**config.mk**
```make
export PLATFORM = sky130hd
export DESIGN_NAME = ahb_slave_mem
export DESIGN_NICKNAME = d
export VERILOG_FILES = /design/src/rtl/ahb_pkg.sv /design/src/rtl/ahb_slave_ram.sv /design/src/rtl/ahb_slave_mem.sv
export SDC_FILE = /design/constraint.sdc
export NUM_CORES = 1
export LEC_CHECK = 0
export CAP_MARGIN = 40
export CORE_UTILIZATION = 29
export DETAILED_ROUTE_END_ITERATION = 10
export HOLD_SLACK_MARGIN = 0.02
export PLACE_DENSITY = 0.42
export SETUP_SLACK_MARGIN = 0.1
export SYNTH_ARGS = -nofsm -noshare
export SYNTH_HDL_FRONTEND = slang
export SYNTH_SLANG_ARGS = --single-unit
export TNS_END_PERCENT = 20
```
**constraint.sdc**
```tcl
create_clock -name hclk -period 2.9 [get_ports hclk]
set_input_delay 0.58 -clock hclk [delete_from_list [all_inputs] [get_ports hclk]]
set_output_delay 0.58 -clock hclk [all_outputs]
set_load 0.005 [all_outputs]
```
**src/rtl/ahb_pkg.sv**
```systemverilog
// ---------------------------------------------------------------------------
// ahb_pkg
// Shared AHB-Lite encodings and the slave state type used by ahb_slave_mem
// and its memory sub-module.
//   htrans_e    : HTRANS transfer-type codes
//   hresp_e     : HRESP response codes (AHB-Lite uses OKAY/ERROR only)
//   slv_state_e : data-phase state of the memory slave
//   WAIT_CNT_W  : width of the wait-state down-counter (0..15 wait states)
// ---------------------------------------------------------------------------
package ahb_pkg;

  typedef enum logic [1:0] {
    HTRANS_IDLE   = 2'b00,
    HTRANS_BUSY   = 2'b01,
    HTRANS_NONSEQ = 2'b10,
    HTRANS_SEQ    = 2'b11
  } htrans_e;

  typedef enum logic [1:0] {
    HRESP_OKAY  = 2'b00,
    HRESP_ERROR = 2'b01
  } hresp_e;

  typedef enum logic [2:0] {
    ST_IDLE = 3'd0,  // no data phase in progress
    ST_WAIT = 3'd1,  // OKAY data phase, stretched (hreadyout low)
    ST_DATA = 3'd2,  // last cycle of an OKAY data phase
    ST_ERR1 = 3'd3,  // first ERROR cycle (hreadyout low)
    ST_ERR2 = 3'd4   // second ERROR cycle (hreadyout high)
  } slv_state_e;

  localparam int unsigned WAIT_CNT_W = 4;

endpackage

```
**src/rtl/ahb_slave_ram.sv**
```systemverilog
// ---------------------------------------------------------------------------
// ahb_slave_ram
// DEPTH x 32-bit storage for ahb_slave_mem: one synchronous write port, one
// combinational read port, and an asynchronous clear of every word.
// Ports:
//   clk_i    : clock
//   rst_ni   : asynchronous active-low clear of the whole array
//   we_i     : write enable, commits wdata_i to waddr_i on the rising edge
//   waddr_i  : write word index
//   wdata_i  : write data
//   raddr_i  : read word index
//   rdata_o  : read data (combinational from raddr_i)
// ---------------------------------------------------------------------------
module ahb_slave_ram #(
  parameter int unsigned DEPTH = 16,
  localparam int unsigned AW   = $clog2(DEPTH)
) (
  input  logic          clk_i,
  input  logic          rst_ni,
  input  logic          we_i,
  input  logic [AW-1:0] waddr_i,
  input  logic [31:0]   wdata_i,
  input  logic [AW-1:0] raddr_i,
  output logic [31:0]   rdata_o
);

  logic [31:0] mem_q [DEPTH];

  // NOTE: the array is cleared by reset because every word must read zero
  // after hresetn; this forces flops rather than a RAM macro, which is
  // acceptable for this small bench-target memory.
  always_ff @(posedge clk_i or negedge rst_ni) begin
    if (!rst_ni) begin
      for (int i = 0; i < int'(DEPTH); i++) begin
        mem_q[i] <= '0;
      end
    end else if (we_i) begin
      mem_q[waddr_i] <= wdata_i;
    end
  end

  assign rdata_o = mem_q[raddr_i];

endmodule

```
**src/rtl/ahb_slave_mem.sv**
```systemverilog
// ---------------------------------------------------------------------------
// ahb_slave_mem
// AHB-Lite responder backed by a small word-addressed memory. Accepts
// pipelined address/data phases, returns OKAY (optionally stretched by wait
// states) or a two-cycle ERROR for addresses outside its window.
//
// Build option: define AHB_SLAVE_WAIT_EN to build the wait counter; every
// OKAY data phase then takes WAIT_STATES extra cycles. Without it all OKAY
// transfers are zero-wait and the WAIT state is unreachable.
//
// Parameters:
//   BASE_ADDR   : first decoded byte address, aligned to 4*DEPTH
//   DEPTH       : number of 32-bit words, power of two >= 2
//   WAIT_STATES : wait cycles per OKAY data phase (0..15)
// Ports:
//   hclk      : clock
//   hresetn   : asynchronous active-low reset
//   hwrite    : 1 = write (address phase)
//   hreadyin  : bus HREADY as seen by this slave
//   htrans    : transfer type
//   haddr     : byte address
//   hwdata    : write data (data phase)
//   hreadyout : 0 stretches the current data phase
//   hresp     : 00 OKAY, 01 ERROR
//   hrdata    : read data, held stable through the data phase
// ---------------------------------------------------------------------------
module ahb_slave_mem
  import ahb_pkg::*;
#(
  parameter logic [31:0] BASE_ADDR   = 32'h8000_0000,
  parameter int unsigned DEPTH       = 16,
  parameter int unsigned WAIT_STATES = 1
) (
  input  logic        hclk,
  input  logic        hresetn,
  input  logic        hwrite,
  input  logic        hreadyin,
  input  logic [1:0]  htrans,
  input  logic [31:0] haddr,
  input  logic [31:0] hwdata,
  output logic        hreadyout,
  output logic [1:0]  hresp,
  output logic [31:0] hrdata
);

  localparam int unsigned AW = $clog2(DEPTH);

`ifdef AHB_SLAVE_WAIT_EN
  localparam int unsigned WAIT_CNT = WAIT_STATES;
`else
  localparam int unsigned WAIT_CNT = 0;
`endif

  slv_state_e  st_q, st_d;
  slv_state_e  acc_st;
  logic        wr_q, wr_d;
  logic [AW-1:0] idx_q, idx_d;
  logic [31:0] hrdata_q, hrdata_d;

  logic          accept;
  logic          in_range;
  logic          commit;
  logic          fwd;
  logic [AW-1:0] a_idx;
  logic [31:0]   ram_rdata;

  // haddr[1:0] is deliberately ignored (word accesses only) and htrans[0]
  // only distinguishes NONSEQ from SEQ, which this slave treats alike.
  logic unused_bits;
  assign unused_bits = ^{haddr[1:0], htrans[0]};

  // ---------------------------------------------------------------- decode
  assign a_idx = haddr[AW+1:2];
  // BASE_ADDR is 4*DEPTH aligned, so the window test reduces to an equality
  // on the bits above the word index; this also avoids overflow of
  // BASE_ADDR+4*DEPTH for a window at the top of the address map.
  assign in_range = (haddr[31:AW+2] == BASE_ADDR[31:AW+2]);

  // ------------------------------------------------------ response outputs
  assign hreadyout = (st_q != ST_WAIT) && (st_q != ST_ERR1);
  assign hresp     = ((st_q == ST_ERR1) || (st_q == ST_ERR2)) ? HRESP_ERROR
                                                              : HRESP_OKAY;
  assign hrdata    = hrdata_q;

  assign accept = hreadyin & hreadyout & htrans[1];

  // A write lands on the edge that closes its DATA cycle; a read accepted on
  // that same edge to the same word must see the new data.
  assign commit = (st_q == ST_DATA) && wr_q;
  assign fwd    = commit && (idx_q == a_idx);

  // ----------------------------------------------------- wait-state counter
`ifdef AHB_SLAVE_WAIT_EN
  logic [WAIT_CNT_W-1:0] cnt_q, cnt_d;

  // Loaded with W-1 so that WAIT lasts exactly W cycles before DATA.
  always_comb begin
    cnt_d = cnt_q;
    if (accept && in_range && (WAIT_CNT != 0)) begin
      cnt_d = WAIT_CNT_W'(WAIT_CNT - 1);
    end else if ((st_q == ST_WAIT) && (cnt_q != '0)) begin
      cnt_d = cnt_q - 1'b1;
    end
  end

  always_ff @(posedge hclk or negedge hresetn) begin
    if (!hresetn) begin
      cnt_q <= '0;
    end else begin
      cnt_q <= cnt_d;
    end
  end
`endif

  // ----------------------------------------------------------- next state
  always_comb begin
    acc_st = ST_ERR1;
    if (in_range) begin
      acc_st = (WAIT_CNT != 0) ? ST_WAIT : ST_DATA;
    end
  end

  // NOTE: every signal driven here gets a default first so no path leaves it
  // unassigned; otherwise synthesis infers a latch.
  always_comb begin
    st_d     = st_q;
    wr_d     = wr_q;
    idx_d    = idx_q;
    hrdata_d = hrdata_q;

    unique case (st_q)
      // IDLE, DATA and ERR2 all end with hreadyout high, so each may take a
      // new address phase on its closing edge (back-to-back, no bubble).
      ST_IDLE, ST_DATA, ST_ERR2: st_d = accept ? acc_st : ST_IDLE;
`ifdef AHB_SLAVE_WAIT_EN
      ST_WAIT:                   st_d = (cnt_q == '0) ? ST_DATA : ST_WAIT;
`else
      ST_WAIT:                   st_d = ST_DATA;
`endif
      ST_ERR1:                   st_d = ST_ERR2;
      default:                   st_d = ST_IDLE;
    endcase

    if (accept) begin
      wr_d  = hwrite;
      idx_d = a_idx;
      if (!in_range) begin
        hrdata_d = '0;
      end else if (!hwrite) begin
        hrdata_d = fwd ? hwdata : ram_rdata;
      end
    end
  end

  // NOTE: state registers use non-blocking assignments so every flop samples
  // the pre-edge value of its inputs, independent of statement order.
  always_ff @(posedge hclk or negedge hresetn) begin
    if (!hresetn) begin
      st_q     <= ST_IDLE;
      wr_q     <= 1'b0;
      idx_q    <= '0;
      hrdata_q <= '0;
    end else begin
      st_q     <= st_d;
      wr_q     <= wr_d;
      idx_q    <= idx_d;
      hrdata_q <= hrdata_d;
    end
  end

  // --------------------------------------------------------------- storage
  ahb_slave_ram #(
    .DEPTH (DEPTH)
  ) u_ram (
    .clk_i   (hclk),
    .rst_ni  (hresetn),
    .we_i    (commit),
    .waddr_i (idx_q),
    .wdata_i (hwdata),
    .raddr_i (a_idx),
    .rdata_o (ram_rdata)
  );

endmodule

```
After elaboration in Yosys (flattened, before gate mapping)
Cells that the tools add are included.
{"block": "totals", "ram_bits": 0, "memories": 0, "reg_bits": 552, "latchBits": 0, "elab_cells": 57, "rom_bits": 0}
{"block": "op_classes", "n_reduce_logical": 8, "mux": 13, "order_cmp": 3, "n_div": 0, "addsub": 0, "n_mul": 0, "bitwise": 4, "n_eq_ne": 9, "shift": 0}
{"op": "512-bit bitwise mux", "n": 1}
{"op": "32-bit 2-to-1 mux", "n": 6}
{"op": "32-bit binary-select mux with 4-bit select", "n": 1}
{"op": "32-bit demux with 4-bit select", "n": 1}
{"op": "26-bit == test (second input constant)", "n": 1}
{"op": "5-bit greater-or-equal comparator (second input constant)", "n": 2}
{"op": "4-bit inverter with 5-bit output", "n": 2}
{"op": "3-bit one-hot mux with 3 select lines", "n": 1}
{"op": "3-bit by 2-bit == test with 1-bit output (second input constant)", "n": 2}
{"op": "5-bit by 1-bit < comparator with 1-bit output (second input constant)", "n": 1}
{"op": "4-bit == test", "n": 1}
{"op": "1-bit logical AND", "n": 4}
{"op": "3-bit by 1-bit == test with 1-bit output (second input constant)", "n": 1}
{"op": "3-bit == test (second input constant)", "n": 1}
{"op": "3-bit zero test", "n": 1}
{"op": "3-bit 2-to-1 mux", "n": 1}
{"op": "3-bit by 1-bit != test with 1-bit output (second input constant)", "n": 1}
{"op": "3-bit by 2-bit != test with 1-bit output (second input constant)", "n": 1}
{"op": "3-bit OR reduction", "n": 1}
{"op": "1-bit AND", "n": 2}
{"op": "1-bit 2-to-1 mux", "n": 2}
{"op": "2-bit != test (second input constant)", "n": 1}
{"op": "2-bit AND reduction", "n": 1}
{"op": "1-bit logical OR", "n": 1}

Logic depth before layout (Yosys ltp)
{"block": "logic_depth", "word_depth": 7, "depth_mapped": 9}

Cells and area by module
Synthesis repeated with hierarchy kept, for this count alone.
{"block": "hier_totals", "hier_cells": 1589, "area_unflattened_um2": 24773.8}
{"module": "ahb_slave_ram", "cells_per_inst": 1404, "area_per_inst_um2": 22774.3, "instances": 1}
{"module": "ahb_slave_mem", "cells_per_inst": 185, "area_per_inst_um2": 1999.4, "instances": 1}

Worst setup path after synthesis
Ideal clock, no wire load.
{"block": "synth_timing", "path_type": "input-to-reg", "from": "input haddr[3]", "to": "register hrdata_q[23], in the netlist hrdata[23]", "slack_ns": 0.718, "arrival_time_ns": 2.059, "cell_stages": 7, "t_required_ns": 2.777, "path_cell_list": "buf_2 -> buf_4 -> buf_4 -> mux4_2 -> a22o_1 -> nor3_1 -> o21ai_1"}
{"block": "synth_between", "elab_chain_len": 7, "elab_cells_between_ends": 9, "cone_classes": "eq/ne: 1; mux: 6; bitwise: 1; reduce/logical: 1"}
{"element": "start: declaration", "line": "ahb_slave_mem.sv:39", "source": "input logic [31:0] haddr,"}
{"element": "4-bit inverter with 5-bit output (not written as such)", "line": "ahb_slave_ram.sv:42", "source": "assign rdata_o = mem_q[raddr_i];"}
{"element": "32-bit binary-select mux with 4-bit select", "line": "ahb_slave_ram.sv:42"}
{"element": "32-bit 2-to-1 mux (not written as such) (2 in a row)", "line": "ahb_slave_ram.sv:42"}
{"element": "32-bit 2-to-1 mux *", "line": "ahb_slave_mem.sv:150", "source": "hrdata_d = fwd ? hwdata : ram_rdata;"}
{"element": "32-bit 2-to-1 mux *", "line": "ahb_slave_mem.sv:149", "source": "end else if (!hwrite) begin"}
{"element": "32-bit 2-to-1 mux *", "line": "ahb_slave_mem.sv:147", "source": "if (!in_range) begin"}
{"element": "end signal: assignment", "line": "ahb_slave_mem.sv:167", "source": "hrdata_q <= hrdata_d;"}
{"element": "end: declaration", "line": "ahb_slave_mem.sv:58", "source": "logic [31:0] hrdata_q, hrdata_d;"}
Mark *: on every way between the ends. The rest lies on a longest branch, timed or not. The select of a mux whose other input is x is not followed.
A chain may end at the register's enable or synchronous reset.

Final worst setup path
{"block": "layout_timing", "from": "register st_q[2]", "to": "output hresp[0]"}
{"block": "layout_between", "elab_chain_len": 3, "elab_cells_between_ends": 4, "cone_classes": "eq/ne: 2; mux: 1; reduce/logical: 1"}
{"element": "start: declaration", "line": "ahb_slave_mem.sv:54", "source": "slv_state_e st_q, st_d;"}
{"element": "start signal: assignment", "line": "ahb_slave_mem.sv:164", "source": "st_q <= st_d;"}
{"element": "3-bit by 2-bit == test with 1-bit output or 3-bit == test (tied branches)", "line": "ahb_slave_mem.sv:81", "source": "assign hresp = ((st_q == ST_ERR1) || (st_q == ST_ERR2)) ? HRESP_ERROR"}
{"element": "1-bit logical OR *", "line": "ahb_slave_mem.sv:81"}
{"element": "1-bit 2-to-1 mux *", "line": "ahb_slave_mem.sv:81"}
{"element": "end: declaration", "line": "ahb_slave_mem.sv:42", "source": "output logic [1:0] hresp,"}
Mark *: on every way between the ends. The rest lies on a longest branch, timed or not.

==> impl_summary.md <==
Timing
In the finished design, the share of the clock period the worst path needs comes to 89.9%. Setup violations remaining at the end of the flow were counted as 0. The normalized max-slew margin is 51.9%. Setup repair after global routing left no endpoint under its margin.

At the pin with the least slew margin, the transition time is 719 ps. The count of final max-slew check failures was 0. The number of failing hold endpoints at the final stage is 0. Static timing analysis puts the maximum clock frequency at 0.383 GHz. For the finished layout, the period the worst path requires is 2610 ps. The clock tree skew after final layout is 10.1 ps.

On the final layout, the worst hold slack is 484 ps. The setup slack of the critical path after layout is 292 ps. In the final timing run, aggregate negative setup slack is 0 ps.

Worst setup path
STA classifies the critical path endpoint as an output port. The library cell contributing the largest single delay on the critical path is clkdlybuf4s50_1. Grouping stages by cell kind, the critical path spends the most delay in buffers and inverters. The critical path runs through a total of 4 cells. The endpoint identified for the worst register-to-register timing path is u_ram.mem_q[236]$_DFFE_PN0P_. For the worst setup path, the data arrival time is 2030 ps. By startpoint and endpoint, the worst setup path is classified as reg -> out. The timing startpoint of the critical path is st_q[2]$_DFF_PN0_. The critical path required time is 2320 ps. The worst register-to-register path has a depth of 5.

In this design, the stage delay of the slowest critical-path cell is 510 ps. The setup slack on the worst flop-to-flop path is 460 ps. The kind of launch point of the worst setup path is a flop. The capture point of the worst path is hresp[0]. In this run the worst path has a maximum fanout of 5. The launching point of the worst reg2reg path is st_q[2]$_DFF_PN0_. The number of buffer and inverter stages on the critical path is 1. The critical path goes through nor2b_1 -> and2_1 -> a21o_1 -> clkdlybuf4s50_1.

Floorplan
The core region is 85300 sq um. The die covers 87300 sq um. The floorplan step set the die height to 295 microns.

The die is 295 microns wide. Once the floorplan was initialized, standard cells occupied 29.3% of the core. The number of I/O pins is 105. Row generation in the floorplan step produced 107 rows.

Place
OpenSTA, run right after detailed placement, puts the worst setup slack at 234 ps. Input and output buffers added on the ports amount to 100. The routability congestion estimate is 0.703. The number of cells in the design after placement is 2873.

The HPWL reported at the end of detailed placement is 42.2 mm.

Global route
The number of global-route vias before repair is 16035. Entering global routing, the biggest net connects 87 pins. The initial antenna violation count is 3. Summed over all layers, the global routing overflow is 0. The overall routing resource usage is 16.9%.

The first-pass GRT wire length is 109 mm.

Yosys
The synthesized design devotes to its leading area cell type 55.3% of total area. The largest total area in the synthesized netlist belongs to dfrtp_1. The synthesized area per cell is 14.7 sq um.

The number of storage elements in the synthesis netlist is 552. The number of warnings issued by yosys is 0. The instance count of the mapped netlist is 1701.

The synthesized netlist occupies a cell area of 25000 sq um. In this run, distinct cell masters in the synthesized netlist total 37. Synthesis produced a netlist with a net count of 1771. The share of synthesized area occupied by flip-flops and latches is 55.3%. Ranked by total cell area, the synthesized netlist is headed by dfrtp_1 55%, mux2_2 24%, mux4_2 8.7%, nor3_1 1.3%, buf_2 1.2%.

Worst hold path
The worst min-delay path class is reg -> reg.

CTS
Clock tree synthesis inserted a total of 67 buffers. In this run, post-CTS repair resized a total of 0 instances. The clock slew seen by the registers of the worst setup and hold paths is 60 ps.

The clock reaches the later pin of the worst-skew pair after 600 ps. The H-tree generated during clock tree synthesis spans 3 levels. Post-CTS timing repair inserted 0 buffers for setup.

The clock net sink count is 552. The cell chosen for the clock root is clkbuf_16. No sink is reached through more buffers than the 3 on the longest clock path. TritonCTS built the clock tree.

Flow run
The count of maximum capacitance violations is 0.

Status
The run finished with clean final reports.

Routing
After detailed routing, the wire length on met1 is 33.5 mm. Using the TritonRoute via totals, the vias-per-cell ratio works out to 4.98. The via count of the routed design is 14884.

The number of remaining DRC errors is 0. In this run the top signal layer used is met5. The routed wire length on met3 is 2.44 mm.

The number of iterations in the first detailed-routing pass is 4. The number of DRC markers after the initial detailed-route iteration is 737. The met2 layer wire length in the routed design is 34.5 mm.

The total detailed-routing wirelength is 71.9 mm. The average wire per cell in the routed design is 24.0 microns. The detail route stage leaves a number of antenna-violating nets equal to 0.

Pwr
The total power per unit cell area is 803 nW/um^2. The leakage dissipation is 12.5 nW. The maximum vdd ir drop is 0.371 mV.

Finish
Once layout is complete, the cells apart from fillers number 2990. Measured on the finished design, the core utilization comes to 35.1%. The share of final-layout standard cells stronger than drive strength 1 is 45.0%. The layout has 8246 filler cells.

The post-synthesis to final-layout area growth is 19.8%. In the final design database the tool counted 1869 nets.
[flip-flops by register name (all words and copies together), names as in the netlist]
signal and cells:
hrdata 32, idx_q 4, st_q 3, u_ram.mem_q 512, wr_q 1
[timing repair]
action / in CTS / in global routing
endpoints found under the hold margin: 48 / 0
setup endpoints to repair: 0 / 0
hold buffers: 1 / 0
[metrics by stage]
step / instance area [sq um] / power (mW)
floorplan: 25000 / 14.5
global placement: 27700 / 15.6
detailed placement: 27700 / 15.9
CTS: 29900 / 24.4
global route: 29900 / 25.3
finish: 29900 / 24.0
[cell families after synthesis]
logic type                Yosys count  share of synthesized area [%]
muxes                             645                           33.4
and+or+nand+nor                   181                           3.83
AOI/OAI and AO/OA                 164                           4.30
other                               1                         0.0150
buffers and inverters             154                           3.00
xor gates and xnor gates            4                          0.140
DFF                               552                           55.3
[layout make-up]
type	count	area, sq um	area share (%)
Clock inverter	5	28.8	0.0962
Multi-Input combinational cell	995	10500	35.1
Inverter	1	3.75	0.0125
Clock buffer	110	2140	7.14
Timing Repair Buffer	182	2010	6.71
Sequential cell	552	13800	46.2
Antenna cell	1	2.50	0.00837
Tap cell	1144	1430	4.79
[synth_stat cells]
library cell,n
a41o_1,1
mux4_2,96
or4_1,2
nor3_4,1
nor3_1,66
xnor2_1,1
o21ai_0,34
buf_4,8
buf_6,9
buf_1,8
nor3_2,2
dfrtp_1,552
nor2_4,1
a22o_1,32
nand2b_1,1
and2_1,3
and3_1,2
nor4_1,3
a21o_1,2
and4bb_1,1
nand3_1,4
buf_2,58
o22ai_1,32
nor2_1,7
nor4b_1,1
o21ai_1,30
and4_1,2
nand2_1,46
mux2_1,20
xor2_1,3
nor2b_1,38
conb_1,1
clkbuf_1,70
or3b_4,1
a211oi_1,33
inv_1,1
mux2_2,529
[metal layers]
layer | vias to the layer above | GRT usage [%]
met3 | 101 | 2.92
met1 | 8027 | 23.6
met2 | 227 | 27.3
met5 | - | 0
li1 | 6525 | -
met4 | 4 | 4.18
[how the worst min path moves through the flow]
stage,startpoint,endpoint,slack [ps],depth (start not counted)
4_1_cts,u_ram.mem_q[372]$_DFFE_PN0P_,u_ram.mem_q[372]$_DFFE_PN0P_,490,1
2_1_floorplan,hresetn,hrdata[0]$_DFFE_PN0P_,280,0
6_report,u_ram.mem_q[114]$_DFFE_PN0P_,u_ram.mem_q[114]$_DFFE_PN0P_,480,1
5_1_grt,u_ram.mem_q[368]$_DFFE_PN0P_,u_ram.mem_q[368]$_DFFE_PN0P_,500,1
3_3_place_gp,u_ram.mem_q[114]$_DFFE_PN0P_,u_ram.mem_q[114]$_DFFE_PN0P_,460,1
3_5_place_dp,u_ram.mem_q[114]$_DFFE_PN0P_,u_ram.mem_q[114]$_DFFE_PN0P_,470,1
[worst register-to-register path, cell delays in order (launching register included)]
cell	delay [ps]
dfrtp_1	420
and4bb_1	470
or3b_4	500
nor2b_4	170
buf_4	370
mux2_2	400
[cell usage in the layout (no fill, tap or decap), types with 2 or more instances in the layout]
cell,count
o21ai_0,34
mux2_1,20
a22o_1,32
clkdlybuf4s50_1,95
nor4_1,3
mux4_2,96
clkinv_2,4
buf_2,2
or4_1,2
nand3_1,2
nor3_4,3
o21ai_1,30
nand3_2,2
a21o_1,2
nand2_2,10
mux2_2,529
a211oi_1,33
nor2_1,7
buf_12,31
buf_4,50
clkbuf_16,73
clkbuf_8,18
nor2b_1,35
and2_1,2
xor2_1,3
nand2_1,36
clkbuf_1,20
nor3_1,66
o22ai_1,32
dfrtp_1,552
nor2b_4,3
[power by group]
group	internal (mW)	switching [mW]
registers	10.1	1.11
clock network	5.00	3.28
logic	2.98	1.59
total	18.0	5.98
(Power assumes the default switching activity.)
